### src/rtl/nibble_pkg.sv
// Shared definitions for the nibble CPU sequencer: states, opcodes,
// control-word bit positions and ALU select codes.
package nibble_pkg;

  typedef enum logic [1:0] {
    ST_FETCH = 2'd0,
    ST_EXEC  = 2'd1,
    ST_WAIT  = 2'd2,
    ST_HALT  = 2'd3
  } state_e;

  localparam logic [3:0] OP_JC    = 4'h0;
  localparam logic [3:0] OP_JNC   = 4'h1;
  localparam logic [3:0] OP_CMPI  = 4'h2;
  localparam logic [3:0] OP_CMPM  = 4'h3;
  localparam logic [3:0] OP_LIT   = 4'h4;
  localparam logic [3:0] OP_IN    = 4'h5;
  localparam logic [3:0] OP_LD    = 4'h6;
  localparam logic [3:0] OP_ST    = 4'h7;
  localparam logic [3:0] OP_JZ    = 4'h8;
  localparam logic [3:0] OP_JNZ   = 4'h9;
  localparam logic [3:0] OP_ADDI  = 4'hA;
  localparam logic [3:0] OP_ADDM  = 4'hB;
  localparam logic [3:0] OP_JMP   = 4'hC;
  localparam logic [3:0] OP_OUT   = 4'hD;
  localparam logic [3:0] OP_NANDI = 4'hE;
  localparam logic [3:0] OP_NANDM = 4'hF;

  // Control word: {incPC, loadPC, loadA, loadFlags, S[2:0], csRAM, weRAM, oeALU, oeIN, oeOprnd, loadOut}
  localparam int CW_BITS     = 13;
  localparam int B_INCPC     = 12;
  localparam int B_LOADPC    = 11;
  localparam int B_LOADA     = 10;
  localparam int B_LOADFLAGS = 9;
  localparam int B_S_LSB     = 6;
  localparam int B_CSRAM     = 5;
  localparam int B_WERAM     = 4;
  localparam int B_OEALU     = 3;
  localparam int B_OEIN      = 2;
  localparam int B_OEOPRND   = 1;
  localparam int B_LOADOUT   = 0;

  localparam logic [2:0] S_PASS = 3'b000;
  localparam logic [2:0] S_CMP  = 3'b001;
  localparam logic [2:0] S_LD   = 3'b010;
  localparam logic [2:0] S_ADD  = 3'b011;
  localparam logic [2:0] S_NAND = 3'b100;

  localparam logic [CW_BITS-1:0] FETCH_WORD = 13'h1008;
  // Keeps the ALU select and bus enables, drops every load/increment strobe.
  localparam logic [CW_BITS-1:0] HOLD_MASK  = 13'h01FE;

endpackage

### src/rtl/nibble_decode_rom.sv
// Combinational opcode decoder: full execute control word and RAM-access flag.
module nibble_decode_rom
  import nibble_pkg::*;
(
  input  logic [3:0]         opcode,
  input  logic [1:0]         flags,
  output logic [CW_BITS-1:0] word,
  output logic               is_ram
);

  logic is_jump;
  logic take;

  // NOTE: every signal written here gets a default first so no latch is inferred.
  always_comb begin
    word    = '0;
    is_ram  = 1'b0;
    is_jump = 1'b0;
    take    = 1'b0;
    case (opcode)
      OP_JC:    begin is_jump = 1'b1; take = flags[1];  end
      OP_JNC:   begin is_jump = 1'b1; take = !flags[1]; end
      OP_JZ:    begin is_jump = 1'b1; take = flags[0];  end
      OP_JNZ:   begin is_jump = 1'b1; take = !flags[0]; end
      OP_JMP:   begin is_jump = 1'b1; take = 1'b1;      end
      OP_CMPI:  begin
        word[B_S_LSB +: 3] = S_CMP;
        word[B_LOADFLAGS]  = 1'b1;
        word[B_OEOPRND]    = 1'b1;
      end
      OP_CMPM:  begin
        word[B_S_LSB +: 3] = S_CMP;
        word[B_INCPC]      = 1'b1;
        word[B_LOADFLAGS]  = 1'b1;
        word[B_CSRAM]      = 1'b1;
        is_ram             = 1'b1;
      end
      OP_LIT:   begin
        word[B_S_LSB +: 3] = S_LD;
        word[B_LOADA]      = 1'b1;
        word[B_LOADFLAGS]  = 1'b1;
        word[B_OEOPRND]    = 1'b1;
      end
      OP_IN:    begin
        word[B_S_LSB +: 3] = S_LD;
        word[B_LOADA]      = 1'b1;
        word[B_LOADFLAGS]  = 1'b1;
        word[B_OEIN]       = 1'b1;
      end
      OP_LD:    begin
        word[B_S_LSB +: 3] = S_LD;
        word[B_INCPC]      = 1'b1;
        word[B_LOADA]      = 1'b1;
        word[B_LOADFLAGS]  = 1'b1;
        word[B_CSRAM]      = 1'b1;
        is_ram             = 1'b1;
      end
      OP_ST:    begin
        word[B_S_LSB +: 3] = S_PASS;
        word[B_INCPC]      = 1'b1;
        word[B_CSRAM]      = 1'b1;
        word[B_WERAM]      = 1'b1;
        word[B_OEALU]      = 1'b1;
        is_ram             = 1'b1;
      end
      OP_ADDI:  begin
        word[B_S_LSB +: 3] = S_ADD;
        word[B_LOADA]      = 1'b1;
        word[B_LOADFLAGS]  = 1'b1;
        word[B_OEOPRND]    = 1'b1;
      end
      OP_ADDM:  begin
        word[B_S_LSB +: 3] = S_ADD;
        word[B_INCPC]      = 1'b1;
        word[B_LOADA]      = 1'b1;
        word[B_LOADFLAGS]  = 1'b1;
        word[B_CSRAM]      = 1'b1;
        is_ram             = 1'b1;
      end
      OP_OUT:   begin
        word[B_LOADOUT]    = 1'b1;
        word[B_OEALU]      = 1'b1;
      end
      OP_NANDI: begin
        word[B_S_LSB +: 3] = S_NAND;
        word[B_LOADA]      = 1'b1;
        word[B_LOADFLAGS]  = 1'b1;
        word[B_OEOPRND]    = 1'b1;
      end
      OP_NANDM: begin
        word[B_S_LSB +: 3] = S_NAND;
        word[B_INCPC]      = 1'b1;
        word[B_LOADA]      = 1'b1;
        word[B_LOADFLAGS]  = 1'b1;
        word[B_CSRAM]      = 1'b1;
        is_ram             = 1'b1;
      end
      default: ;
    endcase
    // A jump either reloads the PC or falls through to the next instruction.
    if (is_jump) begin
      word[B_OEALU]  = 1'b1;
      word[B_LOADPC] = take;
      word[B_INCPC]  = !take;
    end
  end

endmodule

### src/rtl/nibble_sequencer.sv
// Registered fetch/execute sequencer for the nibble CPU with RAM wait states,
// a carry/zero flags register and run/halt/single-step control.
module nibble_sequencer
  import nibble_pkg::*;
#(
  parameter int RAM_WAIT = 0,
  parameter int CW_W     = 13
) (
  input  logic            clk,
  input  logic            reset,
  input  logic [3:0]      instr,
  input  logic            alu_c,
  input  logic            alu_z,
  input  logic            run,
  input  logic            step,
  output logic            phase,
  output logic            halted,
  output logic [1:0]      flags,
  output logic [CW_W-1:0] ctrl,
  output logic            incpc,
  output logic            loadpc,
  output logic            loada,
  output logic            loadflags,
  output logic [2:0]      s,
  output logic            csram,
  output logic            weram,
  output logic            oealu,
  output logic            oein,
  output logic            oeoprnd,
  output logic            loadout
);

  localparam logic [1:0] FETCH = ST_FETCH;
  localparam logic [1:0] EXEC  = ST_EXEC;
  localparam logic [1:0] WAIT  = ST_WAIT;
  localparam logic [1:0] HALT  = ST_HALT;

  localparam bit         HAS_WAIT  = (RAM_WAIT > 0);
  localparam logic [3:0] WAIT_LOAD = 4'(RAM_WAIT);

  logic [1:0]         state, state_n;
  logic [3:0]         cnt, cnt_n;
  logic [1:0]         flags_q;
  logic [CW_BITS-1:0] full_word;
  logic [CW_BITS-1:0] ctrl_w;
  logic               ram_op;
  logic [1:0]         exit_state;

  nibble_decode_rom u_rom (
    .opcode (instr),
    .flags  (flags_q),
    .word   (full_word),
    .is_ram (ram_op)
  );

  assign exit_state = run ? FETCH : HALT;

  always_comb begin
    state_n = state;
    cnt_n   = cnt;
    ctrl_w  = '0;
    case (state)
      FETCH: begin
        ctrl_w  = FETCH_WORD;
        state_n = EXEC;
      end
      EXEC: begin
        if (ram_op && HAS_WAIT) begin
          ctrl_w  = full_word & HOLD_MASK;
          cnt_n   = WAIT_LOAD;
          state_n = WAIT;
        end else begin
          ctrl_w  = full_word;
          state_n = exit_state;
        end
      end
      WAIT: begin
        // Count 1 marks the final execute cycle: strobes fire only here.
        if (cnt == 4'd1) begin
          ctrl_w  = full_word;
          cnt_n   = '0;
          state_n = exit_state;
        end else begin
          ctrl_w  = full_word & HOLD_MASK;
          cnt_n   = cnt - 4'd1;
        end
      end
      HALT: begin
        if (run || step) state_n = FETCH;
      end
    endcase
  end

  // NOTE: sequential state uses non-blocking assignments so every register
  // samples pre-edge values; the async reset clears all of it at once.
  always_ff @(posedge clk or posedge reset) begin
    if (reset) begin
      state   <= FETCH;
      cnt     <= '0;
      flags_q <= 2'b00;
    end else begin
      state <= state_n;
      cnt   <= cnt_n;
      if (ctrl_w[B_LOADFLAGS]) flags_q <= {alu_c, alu_z};
    end
  end

  assign phase  = (state == EXEC) || (state == WAIT);
  assign halted = (state == HALT);
  assign flags  = flags_q;
  assign ctrl   = CW_W'(ctrl_w);

  assign {incpc, loadpc, loada, loadflags, s, csram, weram,
          oealu, oein, oeoprnd, loadout} = ctrl_w;

endmodule
### config.mk
export PLATFORM = sky130hd
export DESIGN_NAME = nibble_sequencer
export DESIGN_NICKNAME = d
export VERILOG_FILES = /design/src/rtl/nibble_pkg.sv /design/src/rtl/nibble_decode_rom.sv /design/src/rtl/nibble_sequencer.sv
export SDC_FILE = /design/constraint.sdc
export NUM_CORES = 1
export LEC_CHECK = 0
export ABC_AREA = 1
export CORE_MARGIN = 8
export CORE_UTILIZATION = 40
export DETAILED_ROUTE_END_ITERATION = 16
export GPL_TIMING_DRIVEN = 1
export PLACE_DENSITY = 0.87
export SYNTH_ARGS = -nofsm -noshare
export SYNTH_HDL_FRONTEND = slang
export SYNTH_SLANG_ARGS = --single-unit
### constraint.sdc
create_clock -name clk -period 1.8 [get_ports clk]
set_input_delay 0.18 -clock clk [delete_from_list [all_inputs] [get_ports clk]]
set_output_delay 0.18 -clock clk [all_outputs]
set_load 0.05 [all_outputs]
## Word-level counts from Yosys, hierarchy flattened

Cells that the tools add are included.

| operators by class | value |
|---|---|
| add/sub/neg operators | 1 |
| $mul | 0 |
| div/mod/pow operators | 0 |
| order comparisons | 0 |
| equality and inequality tests | 21 |
| shift operators | 0 |
| muxes and demuxes | 20 |
| bitwise operators | 0 |
| reduce and logical (&&, ||, !) cells | 18 |

Operators with widths:

| cell | number |
|---|---|
| 13-bit one-hot mux with 3 select lines | 1 |
| 4-bit equality test (second input constant) | 8 |
| 4-bit by 3-bit equality test with 1-bit output (second input constant) | 4 |
| 13-bit 2-to-1 mux | 1 |
| 3-bit one-hot mux with 4 select lines | 1 |
| 1-bit 2-to-1 mux | 10 |
| 5-bit OR reduction | 2 |
| 9-bit OR reduction | 1 |
| 4-bit by 1-bit equality test with 1-bit output (second input constant) | 2 |
| 4-bit by 2-bit equality test with 1-bit output (second input constant) | 2 |
| 2-bit 2-to-1 mux | 4 |
| 2-bit one-hot mux with 4 select lines | 1 |
| 2-bit OR reduction | 4 |
| 7-bit OR reduction | 1 |
| 1-bit one-hot mux with 5 select lines | 1 |
| 2-bit equality test (second input constant) | 2 |
| 4-bit zero test | 1 |
| 4-bit 2-to-1 mux | 1 |
| 4-bit OR reduction | 1 |
| 4-bit by 1-bit subtractor with 4-bit output (second input constant) | 1 |
| 1-bit zero test | 3 |
| 3-bit OR reduction | 1 |
| 2-bit by 1-bit equality test with 1-bit output (second input constant) | 1 |
| 2-bit zero test | 1 |
| 4 further kinds | 5 |

| word-level totals | value |
|---|---|
| bits in registers | 8 |
| bits in latches | 0 |
| RAM bits | 0 |
| bits in read-only memories | 0 |
| input port bits | 10 |
| output and inout port bits | 30 |
| logic and storage cells | 63 |
| memories kept | 0 |

## Logic depth before layout (Yosys ltp)

Gate-level depths: netlist (run 1).

| depth | value |
|---|---|
| depth after elaboration | 6 |
| gate-level depth with buffers | 11 |
| mapped depth without buffers | 10 |

## By module

From an unflattened synthesis (run 1), not the netlist that was laid out.

| second synthesis, totals | value |
|---|---|
| cells, all modules | 146 |
| area total of the unflattened synthesis | 893.4 um2 |

Modules (own cells, without submodules):

| module | times used | cells an instance | area each (um2) | sequential area each (um2) |
|---|---|---|---|---|
| nibble_sequencer | 1 | 101 | 685.7 | 200.2 |
| nibble_decode_rom | 1 | 45 | 207.7 | 0.0 |

## Worst setup path after synthesis (run 1)

No wires, ideal clock.

| path | value |
|---|---|
| path kind | register to output |
| start | register state[0] |
| end | output ctrl[0] |
| data arrival time | 2.555 ns |
| data required time | 1.620 ns |
| setup slack | -0.935 ns |
| cell stages (with the launch flop) | 10 |
| buffers on the path | 1 |
| cell sequence | dfrtp_1 -> inv_1 -> ha_1 -> inv_2 -> nor2_4 -> nand2_1 -> nand2_2 -> nand2_2 -> nor3_1 -> buf_4 |

| on the way | value |
|---|---|
| longest elaborated chain between the ends | 2 |
| elaborated cells between the ends (all ways) | 4 |
| those cells by class | 2 x eq/ne; 1 x mux; 1 x reduce/logical |

RTL lines:

| what | line | text |
|---|---|---|
| start: declaration | nibble_sequencer.sv:41 | `logic [1:0] state, state_n;` |
| start signal: assignment | nibble_sequencer.sv:102 | `state <= state_n;` |
| 2-bit equality test, or another cell as far along | nibble_sequencer.sv:62 | `case (state)` |
| 13-bit one-hot mux with 3 select lines * | nibble_sequencer.sv:62 |  |
| end: declaration | nibble_sequencer.sv:19 | `output logic [CW_W-1:0] ctrl,` |

Every way passes the cells marked *; elsewhere a longest branch is shown, timed or not.

## Worst setup path after layout (run 1)

| path | value |
|---|---|
| start | register cnt[1] |
| end | output ctrl[12] |

| on the way | value |
|---|---|
| longest elaborated chain between the ends | 3 |

RTL lines:

| what | line | text |
|---|---|---|
| start: declaration | nibble_sequencer.sv:42 | `logic [3:0] cnt, cnt_n;` |
| start signal: assignment | nibble_sequencer.sv:103 | `cnt <= cnt_n;` |
| 4-bit by 1-bit equality test with 1-bit output | nibble_sequencer.sv:79 | `if (cnt == 4'd1) begin` |
| 13-bit 2-to-1 mux | nibble_sequencer.sv:79 |  |
| 13-bit one-hot mux with 3 select lines | nibble_sequencer.sv:62 |  |

No other way between the ends.

==> results of run 1 <==
==> sequential cells by signal, summed over array words and instances, names as in the netlist <==
signal,count
state,2
cnt,4
flags,2
==> routing by layer <==
metal	vias to the layer above	GRT usage [%]
met5	-	0
li1	487	-
met1	633	25.6
met2	171	45.2
met3	66	6.89
met4	0	21.8
==> repair_timing <==
| action | 4_1_cts | 5_1_grt |
|---|---|---|
| setup endpoints to repair | 26 | 26 |
| buffers inserted | 13 | 5 |
| pin swaps | 14 | 12 |
| gates resized for setup | 17 | 8 |
| endpoints found under the hold margin | 0 | 0 |
| cloned | 0 | 0 |
==> final timing paths <==
check	start	endpoint	slack (ns)
max reg2reg	cnt[1]$_DFFE_PP0P_	flags[0]$_DFFE_PP0P_	-0.04
min in group clk	alu_c	flags[1]$_DFFE_PP0P_	0.47
max in group asynchronous	reset	state[1]$_DFFE_PP0P_	1.34
min reg2reg	flags[1]$_DFFE_PP0P_	flags[1]$_DFFE_PP0P_	0.59
max	cnt[1]$_DFFE_PP0P_	ctrl[12]	-0.43
min	reset	state[0]$_DFFE_PP0P_	0.20
==> final cells by class <==
class	count	area [um^2]
clock buffer	3	22.5
multi-input combinational	82	649
tap	27	33.8
inverter	21	87.6
fill	36	57.6
sequential	8	203
timing repair buffer	67	908
==> synth_stat cells (all sizes together) <==
| library cell | number |
|---|---|
| dfrtp | 8 |
| inv | 21 |
| ha | 7 |
| nor3 | 3 |
| nand3 | 5 |
| nor2 | 15 |
| nand4 | 1 |
| a211oi | 1 |
| o21a | 1 |
| or2 | 1 |
| xor2 | 1 |
| o21ai | 10 |
| a21oi | 3 |
| nand2 | 32 |
| buf | 14 |
| a31oi | 2 |
==> cells in the final DEF, fill, tap and decap left out, drive strengths merged, types with 2 or more instances in the layout <==
| cell type | instances |
|---|---|
| clkdlybuf4s50 | 8 |
| inv | 20 |
| nand2 | 32 |
| clkbuf | 3 |
| nand3 | 5 |
| buf | 56 |
| a21oi | 3 |
| dlymetal6s2s | 3 |
| o21ai | 10 |
| dfrtp | 8 |
| nor3 | 3 |
| a31oi | 2 |
| ha | 7 |
| nor2 | 15 |
==> per-stage QoR <==
step / setup slack (ns) / util (%)
floorplan: -0.185 / -
global placement: 0.0382 / 83.6
detailed placement: -0.0678 / 83.6
CTS: -0.171 / 93.9
global route: -0.502 / 97.1
finish: -0.431 / 97.1
==> report_power, final <==
part           internal (W)  total, W  leakage [nW]  switching, W
sequential         0.000273  0.000424        0.0958      0.000151
clock             0.0000774  0.000154        0.0138     0.0000767
combinational       0.00144   0.00344         0.778       0.00201
==> logic make-up (layout without fill, tap and decap cells) <==
kind of cell / count (synthesis) / in the layout / synth area share [%]
xor+xnor: 1 / 1 / 1.06
flops: 8 / 8 / 24.2
fa+ha+maj: 7 / 7 / 10.6
simple gates: 57 / 57 / 30.2
compound gates: 17 / 17 / 11.7
buf+inv: 35 / 91 / 22.3
==> results.md, run 1 <==
- Met2 Wirelength: 2690 um
- Core area: 1960 um^2
- Post-synthesis cell type count: 22
- Maximum single-stage delay on the critical path: 0.41 ns
- Crit path depth: 11
- Post-synthesis sequential area ratio: 24.2%
- CTS Root Buffer Type: sky130_fd_sc_hd__clkbuf_4
- Global router's overall resource usage: 26.2%
- Number of nets in the synthesized netlist: 142
- Reg2reg path depth: 11
- Maximum number of pins on one net before global-route repair: 9
- Cell type contributing the most total cell area after synthesis: sky130_fd_sc_hd__dfrtp_1
- Proportion of netlist area held by the largest area contributor: 24.2%
- Kind of start point of the critical path: register
- Largest buffer count on any clock path: 2
- Via-per-instance ratio: 6.52
- Drt drc: 0
- Routed wirelength normalized by instance count: 30.3 um
- Power consumption: 0.00402 W
- Tcrit/Tclk final: 124%
- Reported max-cap violation count: 0
- CTS tree: done
- Antenna cell count: 0
- Via count of the first global-routing pass: 1313
- Crit path max-delay family: simple AND/OR/NAND/NOR gates
- Class of the tightest hold or removal check: in2async
- Worst setup path category: reg2out
- Die outline area: 3770 um^2
- Met3 layer wire length in the routed design: 940 um
- Routability congestion estimate: 0.952
- CTS hold repair buffers: 0
- CP Cell Sequence: inv_2, ha_2, inv_1, nor2_2, nand2_2, nand2_4, nand2_4, nor2_2, nand2_2, nand2_4, buf_12
- Layout cell share with drive strength beyond 1: 54.7%
- WP data required: 1.62 ns
- Number of max-slew violations in the final report: 0
- Count of nets left with antenna violations after detail routing: 0
- Count of buffers inserted at the top-level ports: 39
- Static power due to leakage: 0.888 nW
- Post-synthesis register bit count: 8
- Number of levels the H-tree was split into: 1
- Final-layout setup total negative slack: -6.85 ns
- Boundary pin count: 40
- Total via count in the routed design: 1357
- Overall overflow remaining after global route: 0
- Fin area: 1900 um^2
- Warning count from the yosys run: 0
- Buffers and inverters on the worst path: 3
- Initial standard-cell utilization of the core: 42.1%
- Summed instance area of the synthesized netlist: 826 um^2
- Number of non-filler instances in the completed layout: 208
- Initial detailed-routing violation count: 165
- Peak clock frequency supported by timing: 0.448 GHz
- Transition time at the pin with the least slew margin: 0.561 ns
- Cell with the largest stage delay on the worst path: sky130_fd_sc_hd__dfrtp_1
- Main area contributors after synthesis: sky130_fd_sc_hd__dfrtp_1 (24%), sky130_fd_sc_hd__nand2_1 (13%), sky130_fd_sc_hd__buf_4 (13%)
- Worst skew pair latency: 0.27 ns
- Antenna violations before repair: 0
- Number of nets at the end of the flow: 200
- Fin worst setup slack: -0.431 ns
- Number of rows in the core area: 16
- CTS Buf Count: 3
- Power per standard cell area: 2110 nW/um^2
- Placed cell area: 1640 um^2
- Post-synthesis instance total: 125
- Unrepaired setup endpoints after global routing: yes
- Hpwl dp: 2650 um
- Dpl cells: 187
- Result of the run: finished, violations left
- Violations in the final reports: setup timing
- Critical Path End Type: output port
- Vertical die dimension: 61.4 um
- Syn Area/Cell: 6.61 um^2
- Cell occurring most often along the worst timing path: sky130_fd_sc_hd__nand2_4
- Hold Slack: 0.195 ns
- Peak supply drop: 2.14 mV
- Number of failing setup endpoints in the final timing report: 27
- Clock transition at path regs: 0.06 ns
- Sink Count: 8
- Largest fanout on the critical path: 3
- Sum of routed wire length over all layers: 6300 um
- Synthesis-to-layout area growth: 131%
- Min Tclk post-route: 2.23 ns
- First-pass GRT wire length: 7070 um
- Top routing layer in use: met4
- Final worst clock skew: 0.00409 ns
- Hold Fails Final Rpt: 0
- DRT Pass-1 Iters: 6
- Slew margin rel.: 62.5%
- Total routed wire length on the met1 layer: 2060 um
- Overall die width: 61.4 um
- CP arrival: 2.05 ns
Power figures use the tool's default switching activity.
==> inputs of run 2 (changes only) <==
--- a/config.mk
+++ b/config.mk
@@ -6,7 +6,6 @@
 export NUM_CORES = 1
 export LEC_CHECK = 0
 export ABC_AREA = 1
-export CORE_MARGIN = 8
 export CORE_UTILIZATION = 40
 export DETAILED_ROUTE_END_ITERATION = 16
 export GPL_TIMING_DRIVEN = 1
==> run 2 against run 1 <==
Net effect: the run now fails in global routing (5_1_grt); synthesized cell count unchanged; area after synthesis unchanged.
==> results.md, run 2 <==
- Main flop type after synthesis: sky130_fd_sc_hd__dfrtp_1
- Xor-xnor portion of the synthesized cell area: 1.06%
- Maximum number of pins on one net before global-route repair: 9
- Vertical die dimension: 47.4 um
- Dpl cells: 185
- Cell type contributing the most total cell area after synthesis: sky130_fd_sc_hd__dfrtp_1
- CTS Root Buffer Type: sky130_fd_sc_hd__clkbuf_4
- Cell with the most instances after synthesis: sky130_fd_sc_hd__nand2_1
- Summed instance area of the synthesized netlist: 826 um^2
- Initial standard-cell utilization of the core: 42.5%
- Hpwl dp: 2360 um
- Largest buffer count on any clock path: 2
- Boundary pin count: 40
- Number of levels the H-tree was split into: 1
- Proportion of netlist area held by the largest area contributor: 24.2%
- Count of buffers inserted at the top-level ports: 39
- CTS Buf Count: 3
- Stage where the run ended: global routing (5_1_grt)
- Number of nets in the synthesized netlist: 142
- Commonest cells in the synthesized netlist: sky130_fd_sc_hd__nand2_1 (29), sky130_fd_sc_hd__inv_1 (17), sky130_fd_sc_hd__buf_4 (14), sky130_fd_sc_hd__nor2_1 (14), sky130_fd_sc_hd__dfrtp_1 (8)
- Post-synthesis instance total: 125
- Classification of the worst endpoint: top-level output
- Number of rows in the core area: 16
- Share of synthesized area spent on multiplexers: 0%
- Last reported worst endpoint of the global-route repair pass: ctrl[0]
- Post-synthesis register bit count: 8
- Async set-reset flop share out of synthesis: 100%
- Warning count from the yosys run: 0
- Sink Count: 8
- Post-synthesis cell type count: 22
- Basic-gate share of the synthesized area counting and, or, nand and nor cells: 30.2%
- Routability congestion estimate: 0.924
- Post-synthesis sequential area ratio: 24.2%
- CTS hold repair buffers: 0
- Result of the run: did not finish
- First reported error: [ERROR DPL-0033] detailed placement checks failed during check placement.
- Overall die width: 47.4 um
- Main combinational cell family by area after synthesis: simple AND/OR/NAND/NOR gates
- Fraction of the mapped netlist area in compound gates: 11.7%
- Share of synthesized cell area in full adder, half adder and majority cells: 10.6%
- Syn Area/Cell: 6.61 um^2
- Antenna violations before repair: 0
- Count of flip-flops with a built-in enable after synthesis: 0
- Main area contributors after synthesis: sky130_fd_sc_hd__dfrtp_1 (24%), sky130_fd_sc_hd__nand2_1 (13%), sky130_fd_sc_hd__buf_4 (13%)
[run 2: cell families after synthesis]
logic type,Yosys count
buffers and inverters,35
XOR/XNOR,1
AO/OA/AOI/OAI,17
adder cells (fa/ha/maj),7
flip-flops,8
AND/OR/NAND/NOR,57
[run 2: through the flow]
| stage | instance area, um^2 | setup slack, ns |
|---|---|---|
| 2_1_floorplan | 996 | -0.185 |
| 3_3_place_gp | 1610 | -0.0198 |
| 3_5_place_dp | 1610 | -0.188 |
| 4_1_cts | 1860 | -0.137 |
[run 2: what timing repair did]
action / in CTS
setup endpoints to repair: 26
pin swaps: 16
setup buffers: 19
gates resized for setup: 20
==> inputs of run 3 (changes only) <==
--- a/config.mk
+++ b/config.mk
@@ -6,10 +6,11 @@
 export NUM_CORES = 1
 export LEC_CHECK = 0
 export ABC_AREA = 1
-export CORE_UTILIZATION = 40
+export CORE_AREA = 2 2 63 65
 export DETAILED_ROUTE_END_ITERATION = 16
+export DIE_AREA = 0 0 65 67
 export GPL_TIMING_DRIVEN = 1
-export PLACE_DENSITY = 0.87
+export PLACE_DENSITY_LB_ADDON = 0.15
 export SYNTH_ARGS = -nofsm -noshare
 export SYNTH_HDL_FRONTEND = slang
 export SYNTH_SLANG_ARGS = --single-unit
==> run 3 against run 2 <==
Net effect: the flow now finishes, with violations (setup timing).
==> results.md, run 3 (synthesis gave the netlist of run 1 again) <==
- Result of the run: finished, violations left
- Count of nets left with antenna violations after detail routing: 0
- Initial detailed-routing violation count: 22
- Number of failing setup endpoints in the final timing report: 16
- Largest fanout on the critical path: 3
- Met2 Wirelength: 1630 um
- Global router's overall resource usage: 12.9%
- Kind of start point of the critical path: register
- Final-layout setup total negative slack: -0.663 ns
- Hold Fails Final Rpt: 0
- First-pass GRT wire length: 4340 um
- Reported max-cap violation count: 0
- Largest buffer count on any clock path: 2
- Power per standard cell area: 1840 nW/um^2
- Antenna violations before repair: 0
- Worst setup path category: reg2out
- Min Tclk post-route: 1.87 ns
- Layout cell share with drive strength beyond 1: 56.1%
- WP data required: 1.62 ns
- CP arrival: 1.69 ns
- Routed wirelength normalized by instance count: 12.0 um
- Final worst clock skew: 0.00111 ns
- Violations in the final reports: setup timing
- Unrepaired setup endpoints after global routing: yes
- Total via count in the routed design: 1017
- Overall overflow remaining after global route: 0
- Vertical die dimension: 67 um
- Hpwl dp: 2060 um
- Class of the tightest hold or removal check: in2async
- Core area: 3610 um^2
- Synthesis-to-layout area growth: 143%
- CTS tree: done
- Most flop-heavy register: cnt
- Die outline area: 4360 um^2
- Transition time at the pin with the least slew margin: 0.503 ns
- Sink Count: 8
- Antenna cell count: 0
- Clock transition at path regs: 0.04 ns
- Fin worst setup slack: -0.0746 ns
- Drt drc: 0
- Via-per-instance ratio: 4.33
- Boundary pin count: 40
- Final core occ: 55.8%
- Number of flip-flops in the largest register: 4
- Tcrit/Tclk final: 104%
- Total routed wire length on the met1 layer: 986 um
- Number of max-slew violations in the final report: 0
- DRT Pass-1 Iters: 4
- Sum of routed wire length over all layers: 2810 um
- Top routing layer in use: met4
- Maximum number of pins on one net before global-route repair: 9
- Peak clock frequency supported by timing: 0.533 GHz
- Critical Path End Type: output port
- Via count of the first global-routing pass: 1013
- Initial standard-cell utilization of the core: 22.9%
- Met3 layer wire length in the routed design: 164 um
- Peak supply drop: 1.07 mV
- Worst skew pair latency: 0.23 ns
- Slew margin rel.: 66.4%
- CTS Buf Count: 3
- Routability congestion estimate: 0.735
- Number of levels the H-tree was split into: 1
- Number of rows in the core area: 22
- Fillcell total: 309
- CTS Root Buffer Type: sky130_fd_sc_hd__clkbuf_8
- Count of buffers inserted at the top-level ports: 39
- Number of nets at the end of the flow: 206
- Overall die width: 65 um
- CTS hold repair buffers: 0
- Static power due to leakage: 0.918 nW
- Most frequent cells in the layout: sky130_fd_sc_hd__buf_12 (29), sky130_fd_sc_hd__buf_4 (29), sky130_fd_sc_hd__nand2_1 (25)
## run 3: report_power, final
group          internal (W)  total, W  switching (W)
Combinational       0.00145   0.00312        0.00167
Clock              0.000144  0.000211      0.0000664
Sequential         0.000272  0.000382       0.000110
Total               0.00186   0.00371        0.00185
## run 3: path summary, 6_finish.rpt
path,from,cells after the start,slack (ns),to
worst min-delay path,reset,2,0.21,flags[1]$_DFFE_PP0P_
min in group clk,alu_c,3,0.50,flags[1]$_DFFE_PP0P_
worst max-delay path,state[0]$_DFFE_PP0P_,9,-0.07,ctrl[0]
max in group asynchronous,reset,2,1.33,state[1]$_DFFE_PP0P_
worst max register to register,state[0]$_DFFE_PP0P_,12,0.18,flags[0]$_DFFE_PP0P_
worst min register to register,flags[0]$_DFFE_PP0P_,2,0.55,flags[0]$_DFFE_PP0P_
## run 3: worst max-delay path, stage by stage (launching register included)
cell and delay, ns:
sky130_fd_sc_hd__dfrtp_1 0.40, sky130_fd_sc_hd__inv_2 0.09, sky130_fd_sc_hd__ha_4 0.14, sky130_fd_sc_hd__inv_4 0.04, sky130_fd_sc_hd__nor2_4 0.08, sky130_fd_sc_hd__nand2_2 0.09
sky130_fd_sc_hd__nand2_4 0.08, sky130_fd_sc_hd__nand2_4 0.08, sky130_fd_sc_hd__nor3_4 0.27, sky130_fd_sc_hd__buf_12 0.18
## run 3: cell type report
type,count,area (um^2),share of cell area (%)
inverters,21,87.6,4.36
well taps,48,60.1,2.99
clock buffers,3,41.3,2.05
multi-input cells,82,662,32.9
repair buffers,73,958,47.7
flip-flops and latches,8,201,10.0
## run 3: stage by stage
step	setup WS (ns)	power [W]	instances	instance area [um^2]	hold WS [ns]
2_1_floorplan	-0.185	0.00201	125	996	-0.00434
3_3_place_gp	0.00475	0.00305	216	1730	0.442
3_5_place_dp	0.00516	0.00308	216	1730	0.456
4_1_cts	-0.104	0.00357	230	1910	0.213
5_1_grt	-0.185	0.00392	235	2010	0.230
6_report	-0.0746	0.00371	235	2010	0.211
## run 3: routing by layer
layer / vias up / track usage (%)
met4: 0 / 1.60
met2: 28 / 26.2
li1: 499 / -
met1: 486 / 12.8
met3: 4 / 4.56
met5: - / 0
## run 3: timing repair
item,CTS,global route
endpoints found under the hold margin,0,0
gates resized for setup,13,14
setup buffers,11,5
endpoints found under the setup margin,26,26
pin swaps,14,9
